File: src/rtl/wt_seg_sched.sv
// Weight-segment scheduler: walks a kernel region of the weight buffer and emits
// one tagged, byte-masked segment per word through a 2-entry fall-through queue.
module wt_seg_sched #(
  parameter int DEPTH  = 512,
  parameter int ADDR_W = 9,
  parameter int KCNT_W = 16,
  parameter int WORD_W = 72
) (
  input  logic              clk,
  input  logic              rst_n,
  input  logic              start,
  input  logic              kernel_mode,
  input  logic [ADDR_W-1:0] base_addr,
  input  logic [KCNT_W-1:0] kernel_num,
  output logic              busy,
  output logic              done,
  output logic              rd_en,
  output logic [ADDR_W-1:0] rd_addr,
  input  logic [WORD_W-1:0] rd_data,
  output logic              wt_valid,
  input  logic              wt_ready,
  output logic [WORD_W-1:0] wt_data,
  output logic [2:0]        wt_mode,
  output logic              wt_last_seg,
  output logic              wt_last_kernel
);

  localparam int BYTE_W = WORD_W / 9;

  typedef enum logic [1:0] {S_IDLE, S_ISSUE, S_DRAIN} state_t;
  typedef enum logic [2:0] {M_A = 3'd0, M_B = 3'd1, M_C = 3'd2, M_D = 3'd3, M_E = 3'd4} wt_mode_t;

  typedef struct packed {
    logic [2:0] mode;
    logic       last_seg;
    logic       last_kernel;
  } tag_t;

  state_t              r_state;
  logic                r_busy;
  logic                r_done;
  logic                r_mode5;
  logic [KCNT_W-1:0]   r_knum;
  logic [KCNT_W-1:0]   r_kcnt;
  logic [1:0]          r_seg;
  logic [ADDR_W-1:0]   r_addr;
  logic                r_if_valid;
  tag_t                r_if_tag;
  logic [WORD_W-1:0]   r_q_data [2];
  tag_t                r_q_tag  [2];
  logic                r_q_wr;
  logic                r_q_rd;
  logic [1:0]          r_q_cnt;

  tag_t                w_issue_tag;
  logic [3:0]          w_keep;
  logic [WORD_W-1:0]   w_in_data;
  logic                w_bypass;
  logic                w_pop;
  logic                w_push;
  logic                w_qpop;
  logic [2:0]          w_occ;
  logic [2:0]          w_need;
  logic [WORD_W-1:0]   w_head_data;
  tag_t                w_head_tag;

  // Tag of the segment whose read would be issued this cycle.
  always_comb begin
    w_issue_tag.mode        = r_mode5 ? {1'b0, r_seg} : M_E;
    w_issue_tag.last_seg    = !r_mode5 || (r_seg == 2'd3);
    w_issue_tag.last_kernel = w_issue_tag.last_seg && (r_kcnt == r_knum - 1'b1);
  end

  // Mask the returning word according to the tag it was issued with.
  always_comb begin
    w_keep = 4'd9;
    case (r_if_tag.mode)
      M_B, M_C: w_keep = 4'd6;
      M_D:      w_keep = 4'd4;
      default:  w_keep = 4'd9;
    endcase
    w_in_data = '0;
    for (int b = 0; b < 9; b++) begin
      if (b < int'(w_keep)) w_in_data[b*BYTE_W +: BYTE_W] = rd_data[b*BYTE_W +: BYTE_W];
    end
  end

  // An empty queue lets the arriving word through in the same cycle.
  assign w_bypass    = (r_q_cnt == 2'd0) && r_if_valid;
  assign wt_valid    = (r_q_cnt != 2'd0) || r_if_valid;
  assign w_head_data = w_bypass ? w_in_data : r_q_data[r_q_rd];
  assign w_head_tag  = w_bypass ? r_if_tag  : r_q_tag[r_q_rd];

  assign wt_data        = wt_valid ? w_head_data : '0;
  assign wt_mode        = wt_valid ? w_head_tag.mode : 3'd0;
  assign wt_last_seg    = wt_valid && w_head_tag.last_seg;
  assign wt_last_kernel = wt_valid && w_head_tag.last_kernel;

  assign w_pop  = wt_valid && wt_ready;
  assign w_push = r_if_valid && !(w_bypass && wt_ready);
  assign w_qpop = (r_q_cnt != 2'd0) && wt_ready;

  assign w_occ  = {1'b0, r_q_cnt} + {2'b00, r_if_valid};
  assign w_need = w_occ - {2'b00, w_pop};
  assign rd_en  = (r_state == S_ISSUE) && (w_need < 3'd2);

  assign rd_addr = r_addr;
  assign busy    = r_busy;
  assign done    = r_done;

  // NOTE: queue storage is left unreset; validity lives in r_q_cnt and the
  // outputs are gated by wt_valid, so stale contents are never observed.
  always_ff @(posedge clk) begin
    if (w_push) begin
      r_q_data[r_q_wr] <= w_in_data;
      r_q_tag[r_q_wr]  <= r_if_tag;
    end
  end

  always_ff @(posedge clk or negedge rst_n) begin
    if (!rst_n) begin
      r_q_wr     <= 1'b0;
      r_q_rd     <= 1'b0;
      r_q_cnt    <= 2'd0;
      r_if_valid <= 1'b0;
      r_if_tag   <= '0;
    end else begin
      r_if_valid <= rd_en;
      if (rd_en) r_if_tag <= w_issue_tag;
      if (w_push) r_q_wr <= !r_q_wr;
      if (w_qpop) r_q_rd <= !r_q_rd;
      case ({w_push, w_qpop})
        2'b10:   r_q_cnt <= r_q_cnt + 2'd1;
        2'b01:   r_q_cnt <= r_q_cnt - 2'd1;
        default: r_q_cnt <= r_q_cnt;
      endcase
    end
  end

  always_ff @(posedge clk or negedge rst_n) begin
    if (!rst_n) begin
      r_state <= S_IDLE;
      r_busy  <= 1'b0;
      r_done  <= 1'b0;
      r_mode5 <= 1'b0;
      r_knum  <= '0;
      r_kcnt  <= '0;
      r_seg   <= 2'd0;
      r_addr  <= '0;
    end else begin
      r_done <= 1'b0;
      case (r_state)
        S_IDLE: begin
          if (start) begin
            if (kernel_num == '0) begin
              r_done <= 1'b1;
            end else begin
              r_state <= S_ISSUE;
              r_busy  <= 1'b1;
              r_mode5 <= kernel_mode;
              r_knum  <= kernel_num;
              r_kcnt  <= '0;
              r_seg   <= 2'd0;
              r_addr  <= base_addr;
            end
          end
        end
        S_ISSUE: begin
          if (rd_en) begin
            r_addr <= (r_addr == ADDR_W'(DEPTH - 1)) ? '0 : r_addr + 1'b1;
            if (w_issue_tag.last_seg) begin
              r_seg  <= 2'd0;
              r_kcnt <= r_kcnt + 1'b1;
            end else begin
              r_seg  <= r_seg + 2'd1;
            end
            if (w_issue_tag.last_kernel) r_state <= S_DRAIN;
          end
        end
        S_DRAIN: begin
          if (w_pop && wt_last_kernel) begin
            r_state <= S_IDLE;
            r_busy  <= 1'b0;
            r_done  <= 1'b1;
          end
        end
        default: r_state <= S_IDLE;
      endcase
    end
  end

endmodule

File: config.mk
export PLATFORM = sky130hd
export DESIGN_NAME = wt_seg_sched
export DESIGN_NICKNAME = d
export VERILOG_FILES = /design/src/rtl/wt_seg_sched.sv
export SDC_FILE = /design/constraint.sdc
export NUM_CORES = 1
export LEC_CHECK = 0
export BUFFER_PORTS_ARGS = -buffer_cell sky130_fd_sc_hd__buf_2
export CAP_MARGIN = 20
export CORE_ASPECT_RATIO = 1.75
export CORE_MARGIN = 3
export CORE_UTILIZATION = 55
export CTS_CLUSTER_SIZE = 40
export DETAILED_ROUTE_END_ITERATION = 6
export MAX_ROUTING_LAYER = met4
export PLACE_DENSITY = 0.8
export SLEW_MARGIN = 20
export SYNTH_ARGS = -nofsm -noshare
export SYNTH_HDL_FRONTEND = slang
export SYNTH_SLANG_ARGS = --single-unit
File: constraint.sdc
create_clock -name clk -period 8.7 [get_ports clk]
set_input_delay 0.435 -clock clk [delete_from_list [all_inputs] [get_ports clk]]
set_output_delay 0.435 -clock clk [all_outputs]
set_load 0.03 [all_outputs]
==> out/metrics.yaml, run 1 <==
ctsHoldBuffers: 0
path_buf_inv: 2
vdd.ir_drop.worst_mv: 0.249
syn-cell-area_um2: 9790
level_count_of_the_clock_h_tree: 1
drt-pass1-iter-count: 4
p_int_mw: 2.39
critPathLaunch: "r_q_cnt[1]$_DFFE_PN0P_"
path_max_fanout: 11
synth_seq_area_share_pct: 62.0
slew_viol_final: 0
cts.repair.resized: 0
gp_routability_congestion: 1.05
antenna_violations_before_repair: 0
timing.hold.worst.class: "primary input to async pin"
worst_setup_hold_path_clk_slew_ps: 70
grt_first_pass_wirelength_mm: 36.1
post-route-min-period_ps: 3660
top_delay_family_on_crit_path: "simple AND/OR/NAND/NOR gates"
timing.critical_path.slowest_cell_delay_ps: 480
max-clock-path-buffers: 3
dp.final_hpwl_mm: 15.4
synth_top_area_share_pct: 47.2
cts.sinks: 212
rows: 64
insertion_delay_to_the_later_sink_of_the_worst_skew_pair_ps: 490
finalClockSkew_ps: 16.9
die_footprint_um2: 19500
total_number_of_vias: 7047
setup.worst_path.end_class: "output pin"
power.switching_mw: 1.88
outcome: "finished clean"
setup_repair_after_global_routing_missed_its_margin: "no"
drv_cap: 0
final_cell_area_um2: 11500
met3_wirelength_um: 972
post_synth_inst_count: 801
post_synth.cell_area_avg_um2: 12.2
grt_overflow: 0
synthTopCellsByArea: "edfxtp_1, dfrtp_1, mux2i_1"
pwr_density_cell_nw_per_um2: 371
timing.fmax_ghz: 0.273
synth_fp_nets: 911
leakage_nw: 4.82
via_count_of_the_first_global_routing_pass: 7081
met1_layer_wirelength_in_the_final_routing_mm: 8.18
postRouteAntennaNets: 0
globalRouteTotalUtil_pct: 23.9
num_io_pins: 192
logic_gate_share_of_total_power_pct: 45.2
asyncSetResetFlopFracSynth_pct: 27.4
tritoncts: "yes"
route.final.wire_length_mm: 22.8
routed-wl-met2_mm: 12.6
cpMaxStageDelayCell: "dfrtp_1"
drt-initial-drc-count: 467
top_layer: "met4"
crit_required_ps: 8270
totalNegativeSetupSlack_ps: 0
area_delta_synth_final_pct: 17.6
final-hold-violation-count: 0
via_per_inst: 5.79
layout_worst_path_cycle_share_pct: 42.1
route.detailed.wl_per_inst_um: 18.7
cts-root-buf: "clkbuf_16"
setup_viol: 0
fraction_of_final_layout_cells_sized_beyond_drive_strength_1_pct: 25.6
synth_enable_flop_cells: 154
worst_r2r_path_depth: 11
grt_max_degree: 117
timing.slew.headroom_pct: 27.2
yosys.cell_types.count: 64
crit-reg2reg-launch: "r_q_cnt[1]$_DFFE_PN0P_"
finish.net_count: 1082
pwr-share-seq_pct: 36.9
cts_inserted_buffers: 19
worstPathCellList: "or3_1 > and2_1 > ha_1 > nand2b_1 > fa_1 > xnor2_1 > nand3_1 > inv_1 > buf_2"
effective_utilization_at_floorplan_pct: 56.1
number_of_synthesized_register_bits: 212
timing_worst_setup_path_type: "register to output pin"
regToRegEndpoint: "rd_addr[6]$_DFFE_PN0P_"
synthFlopType: "edfxtp_1"
power.share.switching_pct: 44.0
drt_drc_violations_left: 0
die_y_um: 183
postCtsSetupRepairBufs: 0
place_area_um2: 10900
share_clk_of_total_power_pct: 17.9
worst-r2r-setup-slack_ps: 5230
cp.arrival_ps: 3230
critical_path.startpoint_type: "register"
yosysWarnings: 0
dieWidth_um: 107
core_um2: 17500
port-buffer-count: 191
synthDominantAreaCellType: "edfxtp_1"
worstMarginPinSlew_ps: 1090
[placed cells by master, fill, tap and decap left out, types with 3 or more instances in the layout]
master     Yosys  layout
xnor2_1       21      21
clkbuf_16      0      19
a21oi_1        3       3
o32ai_1        3       3
nand2_1       67      67
nand3_1       48      48
a31oi_1        3       3
buf_2          1     191
o21ai_0       55      55
o2111ai_1      3       3
nand4_1        6       6
edfxtp_1     154     154
ha_1           7       7
dfrtp_1       58      57
a21boi_0       3       3
nand2b_1       7       7
nor2b_1        5       5
mux2i_1       78      78
nor2_1        25      23
nor3_1         9       9
nor3b_1        8       8
a221o_1        5       5
clkinv_2       0       3
or3_1          6       6
xor2_1        13      13
nand3b_1       3       3
buf_4          1       8
inv_1         49      49
o22ai_1       41      41
clkinv_1       0       6
nor4_1        13      13
and3_1         8       7
mux2_2        14      14
[worst max path at each step]
stage	end	slack, ps	cells after the start
floorplan	r_q_data[0][0]$_DFFE_PP_	4060	4
detailed placement	rd_addr[2]$_DFFE_PN0P_	5290	11
global route	rd_en	4820	9
CTS	rd_en	5000	9
global placement	rd_addr[3]$_DFFE_PN0P_	5410	11
finish	rd_en	5040	9
[kinds of logic after synthesis]
family | Yosys count | share of synthesized area, %
buf+inv | 99 | 3.93
fa+ha+maj | 8 | 1.10
simple gates | 219 | 11.4
mux | 92 | 9.58
compound gates | 137 | 8.96
xor+xnor | 34 | 3.04
flops | 212 | 62.0
[synth_stat cells, types with 3 or more instances]
library cell / n
a21boi_0: 3
a21oi_1: 3
a221o_1: 5
a31oi_1: 3
and3_1: 8
buf_1: 8
clkbuf_1: 38
dfrtp_1: 58
edfxtp_1: 154
ha_1: 7
inv_1: 49
mux2_2: 14
mux2i_1: 78
nand2_1: 67
nand2b_1: 7
nand3_1: 48
nand3b_1: 3
nand4_1: 6
nor2_1: 25
nor2b_1: 5
nor3_1: 9
nor3b_1: 8
nor4_1: 13
o2111ai_1: 3
o21ai_0: 55
o22ai_1: 41
o32ai_1: 3
or3_1: 6
xnor2_1: 21
xor2_1: 13
[final cells by class]
type / count / area [um2]
Multi-Input combinational cell: 490 / 3360
Timing Repair Buffer: 200 / 1030
Antenna cell: 1 / 2.50
Sequential cell: 212 / 6080
Clock inverter: 14 / 87.6
Inverter: 49 / 184
Tap cell: 231 / 289
Clock buffer: 20 / 479
Fill cell: 1390 / 5940
[registers in the layout, indices dropped and copies added (netlist names), 5 cells and up]
name / flops
r_knum: 16
r_kcnt: 16
r_q_tag: 10
rd_addr: 9
r_if_tag: 5
r_q_data: 144
[power groups by stage]
stage	Combinational [mW]	Clock, mW	Sequential [mW]
finish	1.93	0.765	1.57
global route	2.08	0.823	1.61
CTS	1.94	0.783	1.57
detailed placement	1.93	0	1.59
global placement	1.91	0	1.58
floorplan	1.41	0	1.55
[per-layer routing]
metal,vias to the layer above,GRT usage (%)
met2,234,42.5
met3,64,2.97
met5,-,-
met1,3426,26.5
met4,0,10.8
li1,3323,-
[per-stage QoR]
stage,util (%),hold slack [ps],setup slack (ps),cells,power [mW]
after floorplan,-,139,4060,801,2.97
after global placement,62.6,490,5410,1182,3.49
after CTS,65.9,112,5000,1216,4.29
final,66.0,85.3,5040,1217,4.27
after detailed placement,62.6,494,5290,1182,3.52
after global routing,65.9,131,4820,1216,4.51
(Power assumes the default switching activity.)
==> run 2: changes to the inputs <==
- CORE_UTILIZATION: 55 -> 50
- PLACE_DENSITY: 0.8 -> 0.76
- clock period: 8.7 -> 3.2 ns (I/O delays scaled with it)
==> out/metrics.yaml, run 2 (synthesis gave the netlist of run 1 again) <==
post-route-worst-setup-slack_ps: 143  # -4900 ps
grt_first_pass_wirelength_mm: 40.1  # +11%
worst-r2r-setup-slack_ps: 140  # -5090 ps
setup_viol: 0  # unchanged
via_per_inst: 5.62  # -2.9%
power.share.switching_pct: 42.6  # -1.4 points
timing.fmax_ghz: 0.327
dp.final_hpwl_mm: 16.2  # +5.4%
postRouteAntennaNets: 0  # unchanged
globalRouteTotalUtil_pct: 24.1  # +0.20 points
antenna_violations_before_repair: 1  # +1
max-clock-path-buffers: 3  # unchanged
finalClockSkew_ps: 7.58  # -9.31 ps
gp_routability_congestion: 1.08  # +2.6%
outcome: "finished clean"
level_count_of_the_clock_h_tree: 1  # unchanged
totalNegativeSetupSlack_ps: 0  # unchanged
timing.critical_path.slowest_cell_delay_ps: 560  # +80 ps
num_io_pins: 192  # unchanged
pwr-share-seq_pct: 34.3  # -2.6 points
crit_required_ps: 3560  # -4710 ps
tritoncts: "yes"
p_int_mw: 7.14  # +200%
regToRegEndpoint: "r_kcnt[13]$_DFFE_PN0P_"
timing.hold.worst.class: "primary input to register"
reg.largest.list: "r_q_data: 144 flops, r_kcnt: 16 flops, r_knum: 16 flops"
via_count_of_the_first_global_routing_pass: 7589  # +7.2%
setup_repair_after_global_routing_missed_its_margin: "yes"
worst_setup_hold_path_clk_slew_ps: 70  # about the same
logic_gate_share_of_total_power_pct: 46.2  # +1.0 points
layout.filler_cells: 1400  # +0.72%
dp_worst_setup_slack_ps: 8.75  # -5290 ps
pwr_density_cell_nw_per_um2: 973  # +160%
crit-reg2reg-launch: "r_q_cnt[0]$_DFFE_PN0P_"
vdd.ir_drop.worst_mv: 0.655  # +160%
leakage_nw: 5.35  # +11%
critical_path.startpoint_type: "register"
worst_r2r_path_depth: 11  # unchanged
area_delta_synth_final_pct: 30.5
effective_utilization_at_floorplan_pct: 51.0  # -5.1 points
cp.arrival_ps: 3420  # +190 ps
fraction_of_final_layout_cells_sized_beyond_drive_strength_1_pct: 25.9  # +0.31 points
dieWidth_um: 112  # +4.6%
insertion_delay_to_the_later_sink_of_the_worst_skew_pair_ps: 490  # about the same
port-buffer-count: 191  # unchanged
drv_cap: 0  # unchanged
final_cell_mix: "buf_2, edfxtp_1, dlygate4sd3_1"
power.switching_mw: 5.30  # +180%
final_cell_area_um2: 12800  # +11%
layout_worst_path_cycle_share_pct: 95.5
setup.worst_path.end_class: "register"
drt_drc_violations_left: 0  # unchanged
sequential_cell_area_um2: 6080  # unchanged
rows: 67  # +4.7%
place_area_um2: 11100  # +1.4%
power.total_mw: 12.4  # +190%
route.detailed.wl_per_inst_um: 19.1  # +2.0%
die_y_um: 191  # +4.7%
path_buf_inv: 1  # -1
min_to: "r_q_data[0][37]$_DFFE_PP_"
cts-root-buf: "clkbuf_16"
final-hold-violation-count: 0  # unchanged
worstPathCellList: "or3_4 > and2_1 > ha_1 > nand2b_1 > fa_2 > a31o_2 > o211ai_1 > buf_4 > nor4_1 > xnor2_1 > nor2_1"
core_um2: 19200  # +10%
drt-pass1-iter-count: 5  # +1
route.final.wire_length_mm: 25.6  # +12%
layout.cells.most_common: "buf_2"
die_footprint_um2: 21400  # +9.5%
worstMarginPinSlew_ps: 748  # -345 ps
cts.sinks: 212  # unchanged
timing.slew.headroom_pct: 50.2  # +23 points
slew_viol_final: 0  # unchanged
post-route-min-period_ps: 3060
path_max_fanout: 5  # -6
top_delay_family_on_crit_path: "simple AND/OR/NAND/NOR gates"
grt_overflow: 0  # unchanged
cts_inserted_buffers: 20  # +1
holdPathStages: 3
finish.net_count: 1193  # +10%
largest_register: "r_q_data"
timing_worst_setup_path_type: "register to register"
share_clk_of_total_power_pct: 19.5  # +1.6 points
largest_reg_flops: 144  # unchanged
cpMaxStageDelayCell: "fa_2"
multi_input_comb_area_um2: 3430  # +2.0%
total_number_of_vias: 7531  # +6.9%
grt_max_degree: 58  # -50%
hp-start: "rd_data[37]"
drt-initial-drc-count: 398  # -15%
[run 2: how the worst max path moves through the flow]
| stage | startpoint | to | depth (start not counted) |
|---|---|---|---|
| after floorplan | r_q_cnt[1]$_DFFE_PN0P_ | rd_addr[6]$_DFFE_PN0P_ | 11 |
| final | r_q_cnt[0]$_DFFE_PN0P_ | r_kcnt[13]$_DFFE_PN0P_ | 11 |
| after detailed placement | r_q_cnt[0]$_DFFE_PN0P_ | rd_addr[4]$_DFFE_PN0P_ | 12 |
| after global placement | r_q_cnt[0]$_DFFE_PN0P_ | rd_addr[3]$_DFFE_PN0P_ | 12 |
| after global routing | r_q_cnt[0]$_DFFE_PN0P_ | r_kcnt[8]$_DFFE_PN0P_ | 12 |
| after CTS | r_q_cnt[0]$_DFFE_PN0P_ | rd_addr[4]$_DFFE_PN0P_ | 12 |
[run 2: power groups by stage]
stage / sequential, mW / clock [mW] / combinational [mW]
5_1_grt: 4.34 / 2.59 / 6.17
3_3_place_gp: 4.27 / 0 / 5.41
2_1_floorplan: 4.21 / 0 / 3.85
4_1_cts: 4.25 / 2.49 / 5.61
3_5_place_dp: 4.30 / 0 / 5.48
6_report: 4.27 / 2.43 / 5.75
[run 2: repair_timing]
action	in CTS	in global routing
hold buffers	93	0
resized for setup	1	16
endpoints found under the setup margin	7	20
pin swaps	1	0
hold endpoints to repair	201	0
buffers inserted	1	0
[run 2: layer usage]
| layer | routed length [um] | global-route usage, % | vias to the layer above |
|---|---|---|---|
| met3 | 1190 | 3.33 | 86 |
| li1 | - | - | 3545 |
| met4 | 1160 | 10.3 | 0 |
| met1 | 9160 | 26.0 | 3639 |
| met5 | 0 | - | - |
| met2 | 14100 | 43.9 | 261 |
[run 2: worst register-to-register path: stages, from the launching register on]
cell	delay, ps
dfrtp_1	380
or3_4	380
and2_1	170
ha_1	260
nand2b_1	160
fa_2	560
a31o_2	170
o211ai_1	120
buf_4	210
nor4_1	320
xnor2_1	160
nor2_1	50
[run 2: layout make-up]
| type | instances | share of cell area, % |
|---|---|---|
| clock inverters | 11 | 1.04 |
| diodes | 2 | 0.0392 |
| clock buffers | 25 | 4.23 |
| flip-flops and latches | 212 | 47.6 |
| well taps | 241 | 2.36 |
| multi-input cells | 490 | 26.8 |
| inverters | 49 | 1.44 |
| repair buffers | 310 | 16.5 |
[run 2: per-stage QoR]
step / util (%) / hold slack [ps] / instances
finish: 66.6 / 13.5 / 1340
global route: 66.6 / 14.8 / 1339
CTS: 66.2 / 2.41 / 1338
detailed placement: 57.7 / 369 / 1208
global placement: 57.7 / 365 / 1208
floorplan: - / -136 / 801
==> run 3: changes to the inputs <==
- CORE_UTILIZATION: 50 -> 45
- PLACE_DENSITY: 0.76 -> 0.67
- clock period: 3.2 -> 3.4 ns (I/O delays scaled with it)
==> out/metrics.yaml, run 3 (synthesis gave the netlist of run 1 again) <==
antenna_violations_before_repair: 0  # -1
timing.slew.headroom_pct: 43.3  # -6.8 points
die_footprint_um2: 23600  # +11%
drt_drc_violations_left: 0  # unchanged
drt-initial-drc-count: 383  # -3.8%
postRouteAntennaNets: 0  # unchanged
antenna-diode-count: 0  # -2
core_um2: 21100  # +10%
cp.arrival_ps: 3540  # +120 ps
vdd.ir_drop.worst_mv: 0.661  # +0.94%
cts.sinks: 212  # unchanged
grt_first_pass_wirelength_mm: 39.8  # -0.72%
cpMaxStageDelayCell: "or3_1"
drt-pass1-iter-count: 5  # unchanged
globalRouteTotalUtil_pct: 21.2  # -2.9 points
rows: 70  # +4.5%
grt_max_degree: 59  # +1.7%
via_per_inst: 5.34  # -5.0%
outcome: "finished clean"
largest_reg_flops: 144  # unchanged
cts-root-buf: "clkbuf_16"
timing.hold.ws_ps: 20.1  # +6.54 ps
tritoncts: "yes"
totalNegativeSetupSlack_ps: 0  # unchanged
worstPathCellList: "or3_1 > and2_1 > ha_1 > nand2b_1 > fa_1 > xnor2_1 > a31o_2 > o211a_1 > buf_4 > o21ai_0 > a221o_1"
total_number_of_vias: 7376  # -2.1%
dp.final_hpwl_mm: 16.2  # about the same
timing.critical_path.slowest_cell_delay_ps: 390  # -170 ps
insertion_delay_to_the_later_sink_of_the_worst_skew_pair_ps: 500  # about the same
critical_path.startpoint_type: "register"
finish.net_count: 1189  # -0.34%
route.final.wire_length_mm: 25.0  # -2.4%
layout.cells.most_common: "buf_2"
port-buffer-count: 191  # unchanged
path_buf_inv: 1  # unchanged
top_delay_family_on_crit_path: "compound AO/OA/AOI/OAI gates"
timing_worst_setup_path_type: "register to register"
layout_worst_path_cycle_share_pct: 93.1  # -2.4 points
drv_cap: 0  # unchanged
die_y_um: 201  # +5.2%
fraction_of_final_layout_cells_sized_beyond_drive_strength_1_pct: 24.9  # -1.0 points
setup_viol: 0  # unchanged
timing.hold.worst.class: "primary input to register"
worst_setup_hold_path_clk_slew_ps: 60  # about the same
via_count_of_the_first_global_routing_pass: 7708  # +1.6%
max-clock-path-buffers: 3  # unchanged
level_count_of_the_clock_h_tree: 1  # unchanged
route.detailed.wl_per_inst_um: 18.1  # -5.4%
crit_required_ps: 3780  # +220 ps
timing.fmax_ghz: 0.316  # -3.4%
leakage_nw: 5.34  # -0.12%
grt_overflow: 0  # unchanged
pwr_density_cell_nw_per_um2: 908  # -6.8%
effective_utilization_at_floorplan_pct: 46.4  # -4.6 points
finalClockSkew_ps: 15.9  # +8.31 ps
worstMarginPinSlew_ps: 850  # +103 ps
final_cell_mix: "buf_2, edfxtp_1, dlygate4sd3_1"
post-route-min-period_ps: 3170  # +109 ps
slew_viol_final: 0  # unchanged
reg.largest.list: "r_q_data: 144 flops, r_kcnt: 16 flops, r_knum: 16 flops"
largest_register: "r_q_data"
gp_routability_congestion: 0.882  # -18%
final-hold-violation-count: 0  # unchanged
cts_inserted_buffers: 21  # +5.0%
setup.worst_path.end_class: "register"
power.total_mw: 11.6  # -6.8%
dieWidth_um: 118  # +5.1%
area_delta_synth_final_pct: 30.4  # about the same
path_max_fanout: 6  # +1
num_io_pins: 192  # unchanged
## run 3: where the power goes
group | switching [mW] | leakage [nW] | total [mW] | internal (mW)
Sequential | 0.489 | 2.13 | 4.00 | 3.51
Clock | 0.964 | 0.343 | 2.33 | 1.37
Combinational | 3.51 | 2.87 | 5.26 | 1.75
## run 3: worst reg2reg max path: stages (launching register included)
cell	delay (ps)
dfrtp_1	370
or3_1	390
and2_1	170
ha_1	260
nand2b_1	150
fa_1	390
xnor2_1	190
a31o_2	240
o211a_1	320
buf_4	200
o21ai_0	90
a221o_1	300
## run 3: path summary, 6_finish.rpt
check | depth (start not counted) | slack (ps) | from | to
hold / removal | 3 | 20 | rd_data[45] | r_q_data[0][45]$_DFFE_PP_
min in group asynchronous | 2 | 320 | rst_n | r_knum[5]$_DFFE_PN0P_
setup reg to reg | 11 | 230 | r_q_cnt[0]$_DFFE_PN0P_ | rd_addr[4]$_DFFE_PN0P_
max in group asynchronous | 3 | 2250 | rst_n | done$_DFF_PN0_
setup / recovery | 11 | 230 | r_q_cnt[0]$_DFFE_PN0P_ | rd_addr[4]$_DFFE_PN0P_
hold reg to reg | 0 | 500 | r_if_tag[0]$_DFFE_PN0P_ | r_q_tag[0][0]$_DFFE_PP_
## run 3: cell type report
class,count,area (um2)
fill,1671,8330
sequential,212,6080
multi-input combinational,490,3370
timing repair buffer,305,2070
clock buffer,25,572
tap,288,360
inverter,49,184
clock inverter,13,133
## run 3: per-layer routing
| metal | global-route usage (%) | up-vias | wire (um) | share of wire [%] |
|---|---|---|---|---|
| li1 | - | 3531 | - | - |
| met1 | 22.9 | 3516 | 9150 | 37 |
| met2 | 37.4 | 249 | 13100 | 53 |
| met3 | 3.09 | 80 | 1260 | 5.1 |
| met4 | 11.7 | 0 | 1420 | 5.7 |
| met5 | - | - | 0 | 0 |
## run 3: what timing repair did
action / in CTS / in global routing
hold endpoints to repair: 196 / 0
hold buffers: 94 / 0
gates resized for setup: 0 / 3
setup buffers: 0 / 1
setup endpoints to repair: 0 / 12
## run 3: through the flow
| step | worst slack [ps] | cells | utilization, % | area, um2 |
|---|---|---|---|---|
| after detailed placement | 110 | 1249 | 52.6 | 11100 |
| after floorplan | 52.7 | 801 | - | 9800 |
| final | 234 | 1382 | 60.5 | 12800 |
| after global placement | 202 | 1249 | 52.6 | 11100 |
| after CTS | 98.8 | 1381 | 60.4 | 12700 |
| after global routing | -13.0 | 1382 | 60.5 | 12800 |
